File: config.mk
export PLATFORM = sky130hd
export DESIGN_NAME = led_breath_pwm
export DESIGN_NICKNAME = d
export VERILOG_FILES = /design/src/rtl/led_breath_pwm.sv
export SDC_FILE = /design/constraint.sdc
export NUM_CORES = 1
export LEC_CHECK = 0
export ABC_AREA = 1
export CORE_UTILIZATION = 54
export CTS_BUF_LIST = sky130_fd_sc_hd__clkbuf_16
export DETAILED_ROUTE_END_ITERATION = 7
export PLACE_DENSITY = 0.77
export SETUP_SLACK_MARGIN = 0.15
export SYNTH_ARGS = -nofsm -noshare
export SYNTH_HDL_FRONTEND = slang
export SYNTH_SLANG_ARGS = --single-unit
File: constraint.sdc
create_clock -name iCLK -period 1.9 [get_ports iCLK]
set_clock_uncertainty 0.2 [all_clocks]
set_input_delay 0.285 -clock iCLK [delete_from_list [all_inputs] [get_ports iCLK]]
set_output_delay 0.285 -clock iCLK [all_outputs]
set_load 0.05 [all_outputs]
File: src/rtl/led_breath_pwm.sv
// Breathing-LED PWM generator: prescaled PWM counter compared against a duty register
// that a four-phase FSM ramps up, holds, ramps down and holds again; all outputs registered.
module led_breath_pwm #(
  parameter int CLK_DIV      = 4,
  parameter int PWM_BITS     = 4,
  parameter int HOLD_PERIODS = 2
) (
  input  logic                iCLK,
  input  logic                iRST_N,
  input  logic                iEN,
  output logic                oLED,
  output logic [PWM_BITS-1:0] oDUTY,
  output logic [1:0]          oPHASE,
  output logic                oCYCLE_DONE
);

  localparam int PRE_W  = (CLK_DIV > 1) ? $clog2(CLK_DIV) : 1;
  localparam int HOLD_W = (HOLD_PERIODS > 1) ? $clog2(HOLD_PERIODS) : 1;

  localparam logic [PRE_W-1:0]    PRE_LAST  = PRE_W'(CLK_DIV - 1);
  localparam logic [HOLD_W-1:0]   HOLD_LAST = HOLD_W'(HOLD_PERIODS - 1);
  localparam logic [PWM_BITS-1:0] DUTY_ONE  = PWM_BITS'(1);
  // P-1: last PWM count value and the duty at which the ramps turn around
  localparam logic [PWM_BITS-1:0] CNT_LAST  = {{(PWM_BITS-1){1'b1}}, 1'b0};

  typedef enum logic [1:0] {
    HOLD_LO = 2'd0,
    RISE    = 2'd1,
    HOLD_HI = 2'd2,
    FALL    = 2'd3
  } phase_t;

  logic [PRE_W-1:0]    prescaler;
  logic [PWM_BITS-1:0] pwm_cnt;
  logic [PWM_BITS-1:0] duty;
  logic [PWM_BITS-1:0] duty_nxt;
  logic [HOLD_W-1:0]   hold_cnt;
  logic [HOLD_W-1:0]   hold_nxt;
  phase_t              phase;
  phase_t              phase_nxt;
  logic                done_nxt;
  logic                tick;
  logic                period_end;
  logic                led;
  logic                cycle_done;

  assign tick       = iEN && (prescaler == PRE_LAST);
  assign period_end = tick && (pwm_cnt == CNT_LAST);

  always_ff @(posedge iCLK or negedge iRST_N) begin
    if (!iRST_N) begin
      prescaler <= '0;
      pwm_cnt   <= '0;
    end else begin
      if (iEN) begin
        prescaler <= (prescaler == PRE_LAST) ? '0 : prescaler + 1'b1;
      end
      if (tick) begin
        pwm_cnt <= (pwm_cnt == CNT_LAST) ? '0 : pwm_cnt + 1'b1;
      end
    end
  end

  // FSM only advances on period_end, which already implies iEN
  always_comb begin
    phase_nxt = phase;
    duty_nxt  = duty;
    hold_nxt  = hold_cnt;
    done_nxt  = 1'b0;
    if (period_end) begin
      case (phase)
        HOLD_LO: begin
          if (hold_cnt == HOLD_LAST) begin
            hold_nxt  = '0;
            duty_nxt  = DUTY_ONE;
            phase_nxt = RISE;
          end else begin
            hold_nxt = hold_cnt + 1'b1;
          end
        end
        RISE: begin
          duty_nxt = duty + 1'b1;
          if (duty == CNT_LAST) begin
            phase_nxt = HOLD_HI;
          end
        end
        HOLD_HI: begin
          if (hold_cnt == HOLD_LAST) begin
            hold_nxt  = '0;
            duty_nxt  = CNT_LAST;
            phase_nxt = FALL;
          end else begin
            hold_nxt = hold_cnt + 1'b1;
          end
        end
        FALL: begin
          duty_nxt = duty - 1'b1;
          if (duty == DUTY_ONE) begin
            phase_nxt = HOLD_LO;
            done_nxt  = 1'b1;
          end
        end
        default: begin
          phase_nxt = HOLD_LO;
        end
      endcase
    end
  end

  always_ff @(posedge iCLK or negedge iRST_N) begin
    if (!iRST_N) begin
      phase      <= HOLD_LO;
      duty       <= '0;
      hold_cnt   <= '0;
      led        <= 1'b0;
      cycle_done <= 1'b0;
    end else begin
      phase      <= phase_nxt;
      duty       <= duty_nxt;
      hold_cnt   <= hold_nxt;
      led        <= iEN && (pwm_cnt < duty);
      cycle_done <= done_nxt;
    end
  end

  assign oLED        = led;
  assign oDUTY       = duty;
  assign oPHASE      = phase;
  assign oCYCLE_DONE = cycle_done;

endmodule
==> flow_metrics.py <==
metrics = {
    "worst_setup_path": {
        "cp_data_required_time_ns": 1.88,
        "crit_arrival_ns": 1.55,
        "worst_setup_path_end_kind": "flip-flop",
        "path_class": "flip-flop to flip-flop",
        "crit_path_max_fanout": 7,
        "start_kind": "flip-flop",
    },
    "floorplan": {
        "initial_core_util_pct": 57.8,
        "die_x_microns": 45.2,
        "io_pins": 11,
        "dieArea_sq_um": 2050,
        "die_h_microns": 45.2,
        "row_count": 15,
        "core_area_sq_um": 1750,
    },
    "logic_synthesis": {
        "synthFlopType": "dfrtp_1",
        "yosysTopAreaCellShare_pct": 37.2,
        "syn_area_sq_um": 1010,
        "syn_area_per_cell_sq_um": 8.41,
        "ys_types": 24,
        "synth_nets": 136,
        "synth-seq-cells": 15,
        "yosys_warnings": 0,
        "muxShareOfSynthArea_pct": 1.12,
        "syn_inst": 120,
        "yosys.area.top_type": "dfrtp_1",
        "ys_seq_area_share_pct": 37.2,
        "yosys-top-cells-count": "19 x nand2_1, 16 x inv_1, 15 x dfrtp_1, 13 x ha_1, 13 x nor2_1",
        "synth_xor_area_share_pct": 0.867,
        "synth_top_cells_by_area": "dfrtp_1 37%, ha_1 16%, nand2_1 7.1%",
        "synth_most_common_cell": "nand2_1",
        "synth_fa_ha_area_share_pct": 16.1,
        "synth_top_family_by_area": "simple AND/OR/NAND/NOR gates",
        "ys_async_sr_fraction_pct": 100,
        "synth-edff-count": 0,
        "synth_compound_area_share_pct": 7.31,
        "synth_simple_gate_area_share_pct": 29.9,
    },
    "place": {
        "place.gp.congestion": 0.840,
        "hpwl_microns": 1460,
        "placed_cells": 156,
        "port_buffers": 10,
        "pre_cts_slack_ns": 0.174,
    },
    "power_and_ir_drop": {
        "ir_drop_uv": 698,
        "power.total_uw": 1290,
        "p_per_area_nw_per_um2": 1070,
        "p_leak_uw": 0.000629,
    },
    "timing": {
        "maxSlewViolCount": 0,
        "tightestPinTransition_ns": 0.336,
        "finalSetupViolCount": 0,
        "setup_ws_ns": 0.331,
        "post-route-min-period_ns": 1.57,
        "finalHoldViolations": 0,
        "slew_headroom_pct": 77.4,
        "clock.fmax_mhz": 637,
        "setup_tns_ns": 0,
        "rsz0062_at_grt": "false",
        "fin_crit_sh_pct": 82.6,
    },
    "grt": {
        "antenna_found_initial": 0,
        "grt_max_degree": 16,
        "grt_pass1_wl_microns": 3350,
        "grt-ovfl-total": 0,
        "grt_usage_pct": 24.4,
        "grt_pass1_vias": 779,
    },
    "cts": {
        "postCtsSetupBuffers": 0,
        "cts.sinks": 15,
        "cts_buffers": 3,
        "clk_path_buf_depth": 2,
        "cts_tree": "built",
        "cts_root_buf": "clkbuf_16",
        "clk_latency_ns": 0.25,
        "cts_max_level": 1,
        "clkSlewWorstSetupHoldPaths_ns": 0.05,
    },
    "route": {
        "drt_iter0_markers": 11,
        "finalWirelength_microns": 2050,
        "postRouteAntennaNets": 0,
        "viasPerCell": 5.18,
        "vias": 828,
        "routedWlPerCell_microns": 12.8,
        "first_pass_iters": 4,
        "drcViolationCount": 0,
    },
    "finish": {
        "syn2layout_area_growth_pct": 19.6,
        "antennaDiodeCount": 0,
        "fillCellCount": 145,
        "drive_gt1_share_pct": 21.5,
        "utilization_pct": 69.2,
        "final_cells": 160,
        "nets": 152,
    },
    "min_path": {
        "hold_path_class": "input pin to asynchronous set/reset pin",
    },
    "status": {
        "status": "finished clean",
    },
    "job": {
        "drv_cap": 0,
    },
}
## worst max-delay path, stage by stage, from the launching register on
cell	delay [ns]
dfrtp_2	0.43
inv_2	0.09
ha_1	0.33
o21ai_0	0.18
a21oi_1	0.06
nor2_1	0.10
nand2_1	0.06
nand2_1	0.05
## logic make-up (layout without fill, tap and decap cells)
logic type,after synthesis,count (layout)
buffers and inverters,18,33
flip-flops,15,15
AND/OR/NAND/NOR,58,58
adder cells (fa/ha/maj),13,13
XOR/XNOR,1,1
multiplexers,1,1
AO/OA/AOI/OAI,14,14
## cell usage in the layout (no fill, tap or decap)
cell type and n:
clkdlybuf4s50_1 2, nor2_1 13, clkinv_2 1, ha_1 13
o21ai_0 7, nor2_2 2, a21oi_1 5, nor2_8 1
dfrtp_2 3, inv_2 1, nand3_4 1, nand2_2 2
clkbuf_16 3, buf_4 10, and3_1 1, o21ai_2 1
nand3_1 11, nand4_1 2, xor2_1 1, o21ai_1 1
nand2_1 19, dfrtp_1 12, inv_1 16, nor3b_2 1
nor3_1 3, nand2_4 1, mux2_2 1, or2_2 1
## stage by stage
stage / hold slack, ns / cell area [sq um]
3_3_place_gp: 0.260 / 1130
3_5_place_dp: 0.275 / 1130
4_1_cts: 0.155 / 1210
2_1_floorplan: -0.211 / 1010
6_report: 0.144 / 1210
5_1_grt: 0.174 / 1210
## timing repair
action	4_1_cts	5_1_grt
hold endpoints to repair	0	0
gates resized for setup	0	1
endpoints found under the setup margin	0	1
hold buffers	0	0
## where the power goes
group,switching (uW),internal (uW)
Sequential,73.9,406
Clock,128,279
Combinational,253,154
## sequential cells by signal, summed over array words and instances, names as in the netlist
signal       flops
oCYCLE_DONE      1
pwm_cnt          4
hold_cnt         1
prescaler        2
oLED             1
oDUTY            4
oPHASE           2
## per-layer routing
layer  vias up  wire, microns  global-route usage (%)
met4         0             42                    10.9
met1       390            868                    26.0
met5         -              0                       0
met3         5             77                    7.20
li1        418              -                       -
met2        15           1060                    43.8
## worst paths after layout
kind | cells after the start | startpoint | to | slack, ns
worst max register to register | 7 | oDUTY[0] | oDUTY[1] | 0.33
worst min register to register | 1 | prescaler[0] | prescaler[0] | 0.28
worst min-delay path | 2 | iRST_N | oDUTY[1] | 0.14
min in group iCLK | 1 | prescaler[0] | prescaler[0] | 0.28
max in group asynchronous | 2 | iRST_N | oPHASE[0] | 1.16
worst max-delay path | 7 | oDUTY[0] | oDUTY[1] | 0.33
## area by class of cell
type	instances	area [sq um]	area share, %
flip-flops and latches	15	379	31.4
repair buffers	12	95.1	7.88
clock buffers	3	75.1	6.22
well taps	25	31.3	2.59
multi-input cells	87	558	46.2
inverters	17	65.1	5.39
clock inverters	1	3.75	0.311
No activity file was read; power rests on OpenSTA's default activity.
